`src/rtl/req_arbiter_8.sv`:
```
// req_arbiter_8: 8-way round-robin arbiter with registered one-hot grant and a rotating search pointer.
// Define ARB_TIMEOUT_EN to revoke a grant after MAX_HOLD cycles and pulse timeout.
module req_arbiter_8 #(
  parameter int MAX_HOLD = 16
) (
  input  logic       clk,
  input  logic       rst_n,
  input  logic [7:0] req,
  output logic [7:0] gnt,
  output logic       gnt_valid,
  output logic [2:0] gnt_id,
  output logic       timeout
);
  localparam int NUM_LANES = 8;
  localparam int PW        = 3;

  typedef enum logic {IDLE = 1'b0, GRANT = 1'b1} state_e;

  state_e               state_q, state_d;
  logic [PW-1:0]        ptr_q, ptr_d;
  logic [PW-1:0]        gnt_id_q, gnt_id_d;
  logic [NUM_LANES-1:0] gnt_q, gnt_d;
  logic                 gnt_valid_q, gnt_valid_d;
  logic [NUM_LANES-1:0] win;
  logic [PW-1:0]        win_id;
  logic                 own_req;
  logic                 limit;

`ifdef ARB_TIMEOUT_EN
  logic [7:0] hold_q, hold_d;
  logic       timeout_q, timeout_d;

  // Compare one cycle ahead so the grant lasts exactly MAX_HOLD cycles.
  assign limit = ({1'b0, hold_q} + 9'd1) == 9'(MAX_HOLD);
`else
  logic unused_max_hold;

  assign limit           = 1'b0;
  assign unused_max_hold = ^8'(MAX_HOLD);
`endif

  for (genvar i = 0; i < NUM_LANES; i++) begin : g_lane
    req_arbiter_8_lane #(
      .NUM_LANES (NUM_LANES),
      .PW        (PW),
      .IDX       (i)
    ) u_lane (
      .req (req),
      .ptr (ptr_q),
      .win (win[i])
    );
  end

  // win is one-hot or zero, so OR-ing indices yields the binary id.
  always_comb begin
    win_id = '0;
    for (int i = 0; i < NUM_LANES; i++) begin
      if (win[i]) win_id = win_id | PW'(i);
    end
  end

  assign own_req = req[gnt_id_q];

  always_comb begin
    state_d     = state_q;
    ptr_d       = ptr_q;
    gnt_d       = gnt_q;
    gnt_id_d    = gnt_id_q;
    gnt_valid_d = gnt_valid_q;
`ifdef ARB_TIMEOUT_EN
    hold_d      = hold_q;
    timeout_d   = 1'b0;
`endif
    case (state_q)
      IDLE: begin
        if (|req) begin
          state_d     = GRANT;
          gnt_d       = win;
          gnt_id_d    = win_id;
          gnt_valid_d = 1'b1;
`ifdef ARB_TIMEOUT_EN
          hold_d      = '0;
`endif
        end
      end
      GRANT: begin
        if (!own_req || limit) begin
          state_d     = IDLE;
          ptr_d       = gnt_id_q + PW'(1);
          gnt_d       = '0;
          gnt_id_d    = '0;
          gnt_valid_d = 1'b0;
`ifdef ARB_TIMEOUT_EN
          // A release on the limit edge counts as a normal release.
          timeout_d   = own_req;
`endif
        end else begin
`ifdef ARB_TIMEOUT_EN
          hold_d      = hold_q + 8'd1;
`endif
        end
      end
      default: state_d = IDLE;
    endcase
  end

  always_ff @(posedge clk or negedge rst_n) begin
    if (!rst_n) begin
      state_q     <= IDLE;
      ptr_q       <= '0;
      gnt_q       <= '0;
      gnt_id_q    <= '0;
      gnt_valid_q <= 1'b0;
`ifdef ARB_TIMEOUT_EN
      hold_q      <= '0;
      timeout_q   <= 1'b0;
`endif
    end else begin
      state_q     <= state_d;
      ptr_q       <= ptr_d;
      gnt_q       <= gnt_d;
      gnt_id_q    <= gnt_id_d;
      gnt_valid_q <= gnt_valid_d;
`ifdef ARB_TIMEOUT_EN
      hold_q      <= hold_d;
      timeout_q   <= timeout_d;
`endif
    end
  end

  assign gnt       = gnt_q;
  assign gnt_id    = gnt_id_q;
  assign gnt_valid = gnt_valid_q;
`ifdef ARB_TIMEOUT_EN
  assign timeout   = timeout_q;
`else
  assign timeout   = 1'b0;
`endif

endmodule

// Per-lane winner: lane IDX wins when it requests and no requester sits
// closer to ptr in the circular search order.
module req_arbiter_8_lane #(
  parameter int NUM_LANES = 8,
  parameter int PW        = 3,
  parameter int IDX       = 0
) (
  input  logic [NUM_LANES-1:0] req,
  input  logic [PW-1:0]        ptr,
  output logic                 win
);
  logic [PW-1:0] my_dist;
  logic [PW-1:0] dist_j;
  logic          blocked;

  always_comb begin
    my_dist = PW'(IDX) - ptr;
    dist_j  = '0;
    blocked = 1'b0;
    for (int j = 0; j < NUM_LANES; j++) begin
      dist_j = PW'(j) - ptr;
      if (req[j] && (dist_j < my_dist)) blocked = 1'b1;
    end
    win = req[IDX] && !blocked;
  end

endmodule
```
`config.mk`:
```
export PLATFORM = sky130hd
export DESIGN_NAME = req_arbiter_8
export DESIGN_NICKNAME = d
export VERILOG_FILES = /design/src/rtl/req_arbiter_8.sv
export SDC_FILE = /design/constraint.sdc
export NUM_CORES = 1
export LEC_CHECK = 0
export CAP_MARGIN = 10
export CORE_MARGIN = 1
export CORE_UTILIZATION = 45
export CTS_CLUSTER_DIAMETER = 100
export DETAILED_ROUTE_END_ITERATION = 10
export PLACE_DENSITY = 0.67
export SLEW_MARGIN = 20
export SYNTH_ARGS = -nofsm -noshare
export SYNTH_HDL_FRONTEND = slang
export SYNTH_SLANG_ARGS = --single-unit
```
`constraint.sdc`:
```
create_clock -name clk -period 6.26 [get_ports clk]
set_clock_uncertainty 0.05 [all_clocks]
set_input_delay 0.626 -clock clk [delete_from_list [all_inputs] [get_ports clk]]
set_output_delay 0.626 -clock clk [all_outputs]
set_load 0.02 [all_outputs]
```
# Yosys cells after proc, flatten, opt, wreduce, memory -nomap -nowiden
# Index checks and enable logic that the tools add are counted.
# op_classes
shift	0
magnitude_cmp	65
bitwise	2
multipliers	0
n_addsub	9
muxes	85
eq_ne	2
n_div	0
reduce_logical	83
# op_table
operator	n
3-bit < comparator	64
1-bit logical AND	72
1-bit two-way mux	70
3-bit two-way mux	6
8-bit two-way mux	2
8-bit one-hot mux with 2 select lines	1
3-bit subtractor, first input constant	4
1-bit logical NOT	8
8-bit OR reduction	1
3-bit one-hot mux with 2 select lines	1
1-bit by 3-bit subtractor with 3-bit output, first input constant	2
2-bit by 3-bit subtractor with 3-bit output, first input constant	2
3-bit by 4-bit < comparator with 1-bit output, second input constant	1
2-bit two-way mux	2
2-bit inequality test, second input constant	2
1-bit one-hot mux with 2 select lines	2
2-bit AND reduction	2
3-bit by 1-bit adder with 3-bit output, second input constant	1
1-bit binary-select mux with 3-bit select	1
1-bit NOT	2
# totals
mem_bits_ro	0
elab_cells	251
reg_bits	16
mem_count	0
output_inout_bits	13
latch_bits	0
ramBits	0

# Logic depth before layout (Yosys ltp)
# Gate-level depths: netlist of run 1.
# depth
word_depth	22
ltp_mapped	11
mapped_depth_nobuf	10

# Cells and area by module
# A second synthesis of run 1 with hierarchy kept.
# unflattened
hier_cells	357
area_unflattened_um2	3154.3
# by_module_without_submodules
mod	n_inst	area_each_um2	cells_each
req_arbiter_8	1	867.1	69
req_arbiter_8_lane (g_lane[6].u_lane)	1	371.6	46
req_arbiter_8_lane (g_lane[0].u_lane)	1	316.6	40
req_arbiter_8_lane (g_lane[4].u_lane)	1	310.3	39
req_arbiter_8_lane (g_lane[2].u_lane)	1	304.0	39
req_arbiter_8_lane (g_lane[1].u_lane)	1	285.3	35
req_arbiter_8_lane (g_lane[5].u_lane)	1	275.3	32
req_arbiter_8_lane (g_lane[3].u_lane)	1	220.2	30
req_arbiter_8_lane (g_lane[7].u_lane)	1	203.9	27

# Worst setup path after synthesis of run 1
# OpenSTA, ideal clock, no wires.
# synth_timing
kind	reg2reg
start	register ptr_q[0]
end	register gnt_id_q[2], in the netlist gnt_id[2]
arrival_ns	2.573
path_stages_with_launch	12
path_buffers	1
setup_ns	0.118
setup_slack_ns	3.519
period_less_slack_ns	2.741
path_cell_list	dfrtp_1 > clkbuf_1 > inv_1 > ha_1 > inv_1 > ha_1 > nand2b_1 > or4b_1 > o221a_2 > nand4b_1 > a41oi_1 > a21o_1
# synth_via
elab_chain_cells	19
word_cells_on_any_way	118
# synth_rtl
item	line_no	text
start, declared	20	logic [PW-1:0] ptr_q, ptr_d;
start signal, assigned	120	ptr_q <= ptr_d;
1-bit by 3-bit subtractor with 3-bit output or 3-bit subtractor (tied branches)	162, 158	
3-bit < comparator	163	if (req[j] && (dist_j < my_dist)) blocked = 1'b1;
1-bit logical AND	163	
1-bit two-way mux (8 in series)	163	
1-bit logical NOT	165	win = req[IDX] && !blocked;
1-bit logical AND	165	
3-bit two-way mux (3 in series)	58	if (win[i]) win_id = win_id | PW'(i);
3-bit two-way mux (*)	58	
3-bit two-way mux (*)	76	if (|req) begin
3-bit one-hot mux with 2 select lines (*)	74	case (state_q)
end signal, assigned	122	gnt_id_q <= gnt_id_d;
end, declared	21	logic [PW-1:0] gnt_id_q, gnt_id_d;
# Mark *: on every way between the ends. The rest lies on a longest branch, timed or not. The select of a mux whose other input is x is not followed.
# A chain may end at the register's enable or synchronous reset.

# Worst setup path in the final report of run 1
# Same ends and word-level chain as after synthesis.

==> results.txt, run 1 <==
* Number of max-capacitance violations reported: 0
- Yosys mapped a number of flops with a built-in enable equal to 0.
- The first detailed-routing pass ran for 7 iterations.
- Hold-fix buffers at CTS: 0
- DR DRC count: 0
- Leaving out fill and tap cells, the most frequent cell in the layout is sky130_fd_sc_hd__nand2_1.
- Flops & latches, synth: 16
* Crit path kind: register to register
* Final estimated routing congestion in global placement: roughly 0.91
- Area of the multi-input gates: ~1200 um^2
- The finished cells cover a little over 2000 um^2.
- Gate count after technology mapping: between 200 and 250
- Tightest hold margin: between 0.4 and 0.5 ns
- From left edge to right edge, the die measures approximately 65 um.
* Via count: ~1800
* Transition time at the pin with the least slew margin: approximately 0.76 ns
- Of all nets on the critical path, the largest fanout is 13.
* Number of buffers on the longest clock path: 2
- RSZ-0062 raised after global routing: no
- Clock period minus worst slack: around 3.1 ns
- Number of top-level pins: 23
* Antenna-violating nets left: 0
- The filler cells instantiated in the layout total between 300 and 400.
- The number of pins exceeding their max-slew limit in the final report was 0.
* Max-slew headroom at the worst pin: about half
- Of the cells placed in the final design, the portion with a size suffix greater than 1 is under 10%.
- At the worst endpoint, the arrival time is approximately 3.2 ns.
- The tree is rooted in a sky130_fd_sc_hd__clkbuf_8.
- Cell Rows: 22
* Leak pwr: roughly 0.9 nW
- VDD sags by at most 0.281 mV.
- Routed length per placed instance: about 18 um
- Total number of clock tree sinks: 16
- The worst setup path is launched from a register.
- After detailed routing, the number of vias per cell comes to ~6.4.
- The region available for standard cell placement spans 3720 um^2.
* Fin crit share: between 40% and 50%
* Fraction of registers with async set or reset after synthesis: 100%
- Sequential fraction of the synthesis area: roughly 23%
- Power density cells: 491 nW/um^2
- DPL Wire Length: a little under 4 mm
- Routed Wire Length: roughly 5 mm
- Vertical die dimension: between 60 and 70 um
- Total area of sequential cells: 400 um^2
- Status: completed
* Count of input and output buffers: 21
- Number of synthesis warnings: 0
* Clock tree from TritonCTS: done
- Leading cell types in the layout, fill and taps excluded: sky130_fd_sc_hd__nand2_1 (26), sky130_fd_sc_hd__clkdlybuf4s50_1 (21), sky130_fd_sc_hd__inv_1 (18)
* Post-Place Cells: between 200 and 300
- The synthesized netlist occupies a cell area of 1780 um^2.
- Most common flop cell mapped by yosys: sky130_fd_sc_hd__dfrtp_1
- The number of antenna diodes in the final layout is 0.
- Setup violations remaining at the end of the flow were counted as 0.
* Total grt overflow: 0
* Initial cell density of the core: a little under half
* Largest net degree at the start of global routing: 22
* Die footprint: around 4200 um^2
* Initial antenna violation count: 0
- After the last flow step, the layout net total stands at between 200 and 300.
- The final-report hold violation count was 0.
- Violation count after the first detailed-routing iteration: roughly 140
* Via count of the first global-routing pass: about 1600
* Post-cts resize count: 0
- Worst-skew pair later-pin latency: ~0.25 ns
- Hold Path Class: register to register
- Total Negative Setup Slacks: 0 ns
- The number of nets in the synthesized netlist is around 250.
* Number of buffers added for setup after CTS: 0
- After clock tree synthesis, the clock-pin slew on the worst setup and hold paths is approximately 0.070 ns.
* Category of the worst setup path capture point: register
* Wire length of the first global-routing pass: a little over 8 mm
* Max frequency: around 320 MHz
- Number of H-tree branching levels: 1
- In this run, distinct cell masters in the synthesized netlist total between 50 and 60.
- The design draws about 0.0010 W.
- Number of buffers added by the clock tree synthesis step: 3
- Global routing used between 20 and 30% of the available tracks.
- Data on the critical path is required at its endpoint by 6.35 ns.
- The count of cells in the finished layout, fillers not included, comes to 280.
- DP Area: between 1500 and 2000 um^2
* Mapped Avg Cell Area: around 8 um^2
- Area growth from synthesis to final layout: 14.2%
-- Yosys cell counts, types with 5 or more instances --
library cell               instances  share of area (%)
sky130_fd_sc_hd__a21o_1            5                2.1
sky130_fd_sc_hd__a21oi_1           8                2.3
sky130_fd_sc_hd__clkbuf_1          6                1.3
sky130_fd_sc_hd__dfrtp_1          16                 23
sky130_fd_sc_hd__ha_1             17                 12
sky130_fd_sc_hd__inv_1            18                3.8
sky130_fd_sc_hd__nand2_1          26                5.5
sky130_fd_sc_hd__nand2b_1          7                2.5
sky130_fd_sc_hd__nand3_1           5                1.4
sky130_fd_sc_hd__nor2_1           13                2.7
sky130_fd_sc_hd__nor3_1            6                1.7
sky130_fd_sc_hd__o21ai_0          17                4.8
sky130_fd_sc_hd__o221ai_1          5                2.5
-- critical path: stages (launching register included) --
cell	delay, ns
sky130_fd_sc_hd__dfrtp_1	0.58
sky130_fd_sc_hd__inv_1	0.21
sky130_fd_sc_hd__ha_1	0.43
sky130_fd_sc_hd__inv_1	0.13
sky130_fd_sc_hd__ha_1	0.22
sky130_fd_sc_hd__nand2b_1	0.16
sky130_fd_sc_hd__or4b_1	0.55
sky130_fd_sc_hd__o221a_2	0.15
sky130_fd_sc_hd__nand4b_1	0.17
sky130_fd_sc_hd__a41oi_1	0.17
sky130_fd_sc_hd__a21o_1	0.19
-- cell type report --
cell class | instances | area share (%)
clock buffer | 4 | 2.71
timing repair buffer | 21 | 10.4
tap | 48 | 2.96
inverter | 18 | 3.33
multi-input combinational | 173 | 60.9
sequential | 16 | 19.7
-- final timing paths --
path / from / end / slack (ns) / cells after the start
max: ptr_q[0] / gnt_id[2] / 3.14 / 10
min: gnt[5] / gnt[5] / 0.44 / 2
max reg2reg: ptr_q[0] / gnt_id[2] / 3.14 / 10
min reg2reg: gnt[5] / gnt[5] / 0.44 / 2
max in group asynchronous: rst_n / ptr_q[1] / 4.91 / 1
min in group asynchronous: rst_n / gnt[3] / 0.77 / 1
-- power breakdown --
group | internal [W] | switching (W)
clock network | 0.0000558 | 0.0000363
registers | 0.000137 | 0.0000625
logic | 0.000283 | 0.000420
-- logic make-up (layout without fill, tap and decap cells) --
group | count (synthesis) | after routing | synth area share, %
flops | 16 | 16 | 22.6
compound gates | 72 | 72 | 30.4
mux | 3 | 3 | 3.17
other cells | 1 | 1 | 0.211
xor+xnor | 5 | 5 | 2.47
buf+inv | 32 | 43 | 7.89
fa+ha+maj | 17 | 17 | 12.0
simple gates | 75 | 75 | 21.3
-- through the flow --
stage                     utilization, %  setup slack (ns)
after global routing                54.6              2.91
after global placement              53.1              3.10
final                               54.6              3.14
after detailed placement            53.1              3.07
after floorplan                        -              3.52
after CTS                           54.6              3.13
-- per-layer routing --
layer  GRT usage, %  share of wire [%]
met3           2.64                6.8
met4           5.83                2.2
met1           36.8                 45
met2           40.8                 46
met5              0                  0
-- sequential cells by signal, summed over array words and instances (netlist names) --
register and cells:
state_q 1, ptr_q 3, gnt_valid 1, gnt 8, gnt_id 3
No activity file was read; power rests on OpenSTA's default activity.
==> run 2, diff against run 1 <==
Clock period 6.26 ns to 3.2 ns, I/O delays scaled along.
==> run 2 against run 1 <==
- worst hold slack worse by 0.0098 ns
- via count up 0.39%
- final area up 3.7%
- global-route usage up 0.24 points
- wire length down 0.52%
- cell count up 3.6%
- sequential cell count unchanged
- sequential share of layout area down 0.70 points
- core utilization up 2.0 points
- worst setup slack worse by 2.8 ns
- critical path type unchanged
- critical endpoint unchanged
- highest routed layer unchanged
==> results.txt, run 2 (synthesis results as in run 1) <==
* Status: completed
- Overall die width: 64.8 um (unchanged)
- TritonCTS built the clock tree.
- Hold Path Class: register to register
* Worst Hold Path EP: gnt[5]
* Number of H-tree branching levels: 1 (unchanged)
- RSZ-0062 raised after global routing: no
* Die footprint: 4200 um^2 (unchanged)
- Leak pwr: 0.939 nW (+5.4%)
- The remaining design rule violation count came to 0 (unchanged).
- Largest net degree at the start of global routing: 21 (-4.5%)
- The share of the core filled with cells in the final layout came to 56.6% (+2.0 points).
* Worst Hold Path Cells: 2 (unchanged)
* Net switching power of the design: 0.00103 W (+98%)
- The clock period minus worst slack came to 2.83 ns (-0.296 ns).
- Transition time at the pin with the least slew margin: 0.761 ns (-0.000000715 ns)
- The fraction of power spent switching nets is 51.5% (-0.68 points).
- Leading cell types in the layout, fill and taps excluded: sky130_fd_sc_hd__nand2_1 (26), sky130_fd_sc_hd__clkdlybuf4s50_1 (21), sky130_fd_sc_hd__inv_1 (18)
* Total grt overflow: 0 (unchanged)
* Core area: 3720 um^2 (unchanged)
- Sequential share of power: 16.4% (-3.7 points)
- Slack of the worst reg-to-reg path: 0.37 ns (-2.76 ns)
- Clock Pin Slew Worst Setup and Hold Paths: 0.07 ns (about the same)
* Category of the worst setup path capture point: register
- The root buffer cell chosen for the clock tree is sky130_fd_sc_hd__clkbuf_8.
* Post-cts resize count: 0 (unchanged)
- Antenna-violating nets left: 0 (unchanged)
* Fin crit share: 88.3% (+38 points)
- The final number of setup-violating endpoints came to 0 (unchanged).
* GRT met1 Usage: 35.5% (-1.2 points)
- Pins Over Slew Limit: 0 (unchanged)
* Maximum vdd drop: 0.490 mV (+74%)
- Number of flip-flops in the largest register: 8 (unchanged)
- The count of placed standard cells including taps was 286 (+3.6%).
- The via count normalized by instance count was 6.23 (-3.1%).
- The required time reported for the critical path endpoint is 3.29 ns (-3.06 ns).
* Initial antenna violation count: 0 (unchanged)
* Count of nets after finishing: 270 (+3.8%)
- The vertical extent of the die was 64.8 um (unchanged).
* Post-place setup slack: 0.385 ns (-2.68 ns)
- Via count of the first global-routing pass: 1684 (+3.1%)
* Number of top-level pins: 23 (unchanged)
- Power density cells: 950 nW/um^2 (+94%)
- The clock sink count came to 16 (unchanged).
* Cell count of the worst reg-to-reg path: 10 (unchanged)
- Relative to the synthesized area, the layout overhead comes to 18.5%.
* DPL Wire Length: 4.03 mm (+2.3%)
- The source-to-sink clock delay at the later pin of the worst-skew pair is 0.25 ns (about the same).
- The met3 track utilization from global routing was 4.58% (+1.9 points).
* Number of max-capacitance violations reported: 0 (unchanged)
- The met2 track demand over resource in global routing is 40.5% (-0.26 points).
* Gate power share: 74.4% (+3.7 points)
- In this run the most critical hold path is launched from gnt[5].
- The deepest clock path buffer count is 2 (unchanged).
* Post-route non-filler standard cell count: 290 (+3.6%)
* Violation count after the first detailed-routing iteration: 125 (-8.1%)
* Arrival time reported for the critical path endpoint: 2.92 ns (-0.29 ns)
- Cell internal power dissipation: 0.000970 W (+100%)
- The library cell used most frequently in the layout, excluding fill and tap cells, is sky130_fd_sc_hd__nand2_1.
- The antenna diode instance count is 0 (unchanged).
* Worst setup SP type: register
- The number of I/O port buffers came to 21 (unchanged).
- Routed length per placed instance: 17.7 um (-4.0%)
- The initial core utilization came to 47.8% (unchanged).
- Tightest hold margin: 0.428 ns (-0.00981 ns)
- Number of buffers added for setup after CTS: 0 (unchanged)
- Wire length of the first global-routing pass: 8.34 mm (+0.92%)
- Number of buffers added by the clock tree synthesis step: 3 (unchanged)
- The count of hold buffers inserted by post-cts repair is 0 (unchanged).
* Share of cells above drive strength 1: 9.09% (+3.9 points)
- The placer congestion estimate was 1.03 (+13%).
- Most heavily used metal layer in global routing: met2
- Cell Rows: 22 (unchanged)
- Crit path kind: register to register
- The largest driver fanout on the critical path came to 7 (-6).
- The maximum frequency from static timing analysis came to 354 MHz (+10%).
- The share of total power in the clock network was 9.1% (-0.2 points).
- Aggregate global-route resource usage: 25.8% (+0.24 points)
- The final-report hold violation count came to 0 (unchanged).
- Total Negative Setup Slacks: 0 ns (unchanged)
- Number of optimization iterations in the first detailed-route pass: 5 (-2)
- Routed Wire Length: 5.12 mm (-0.52%)
* Reg2Reg Launch Point: ptr_q[1]
- The worst relative slew slack is 49.1% (unchanged).
- The minimum setup slack in the final design came to 0.375 ns (-2.76 ns).
- The worst register-to-register path ends at gnt_id[2].
* Via count: 1806 (+0.39%)
-- run 2: changes by cell type in the layout (fill, tap and decap cells not counted) --
cell | previous run | this run
sky130_fd_sc_hd__buf_4 | 0 | 10
-- run 2: layout make-up --
class,count,area [um^2]
multi-input combinational,173,1230
fill,341,1610
clock buffer,4,55.1
timing repair buffer,31,285
inverter,18,67.6
tap,48,60.1
sequential,16,400
-- run 2: critical path, stage by stage (launching register included) --
cell and delay, ns:
sky130_fd_sc_hd__dfrtp_1 0.46, sky130_fd_sc_hd__inv_1 0.19, sky130_fd_sc_hd__ha_1 0.41, sky130_fd_sc_hd__inv_1 0.12
sky130_fd_sc_hd__ha_1 0.23, sky130_fd_sc_hd__nand2b_1 0.16, sky130_fd_sc_hd__or4b_1 0.54, sky130_fd_sc_hd__o221a_2 0.15
sky130_fd_sc_hd__nand4b_1 0.11, sky130_fd_sc_hd__a41oi_1 0.12, sky130_fd_sc_hd__a21o_1 0.17
-- run 2: how the worst max path moves through the flow --
| stage | startpoint | endpoint | slack (ns) | depth (start not counted) |
|---|---|---|---|---|
| global route | ptr_q[1] | gnt_id[2] | 0.19 | 10 |
| CTS | ptr_q[1] | gnt_id[2] | 0.37 | 10 |
| detailed placement | ptr_q[1] | gnt_id[2] | 0.39 | 10 |
| floorplan | ptr_q[0] | gnt_id[2] | 0.46 | 11 |
| finish | ptr_q[1] | gnt_id[2] | 0.37 | 10 |
| global placement | ptr_q[1] | gnt_id[2] | 0.48 | 10 |
-- run 2: power by group through the flow --
stage	logic [W]	registers (W)	clock network (W)
global route	0.00162	0.000338	0.000195
CTS	0.00145	0.000330	0.000185
finish	0.00149	0.000328	0.000182
detailed placement	0.00145	0.000335	0
global placement	0.00146	0.000332	0
floorplan	0.000995	0.000379	0
-- run 2: per-layer routing --
| layer | routed length, um | part of all wire, % |
|---|---|---|
| met2 | 2270 | 44 |
| met3 | 388 | 7.6 |
| met5 | 0 | 0 |
| met4 | 129 | 2.5 |
| met1 | 2330 | 46 |
-- run 2: metrics by stage --
stage,cell area (um^2),total power (W)
after detailed placement,2050,0.00178
after global placement,2050,0.00179
after CTS,2100,0.00197
after global routing,2100,0.00215
final,2100,0.00200
after floorplan,1780,0.00137
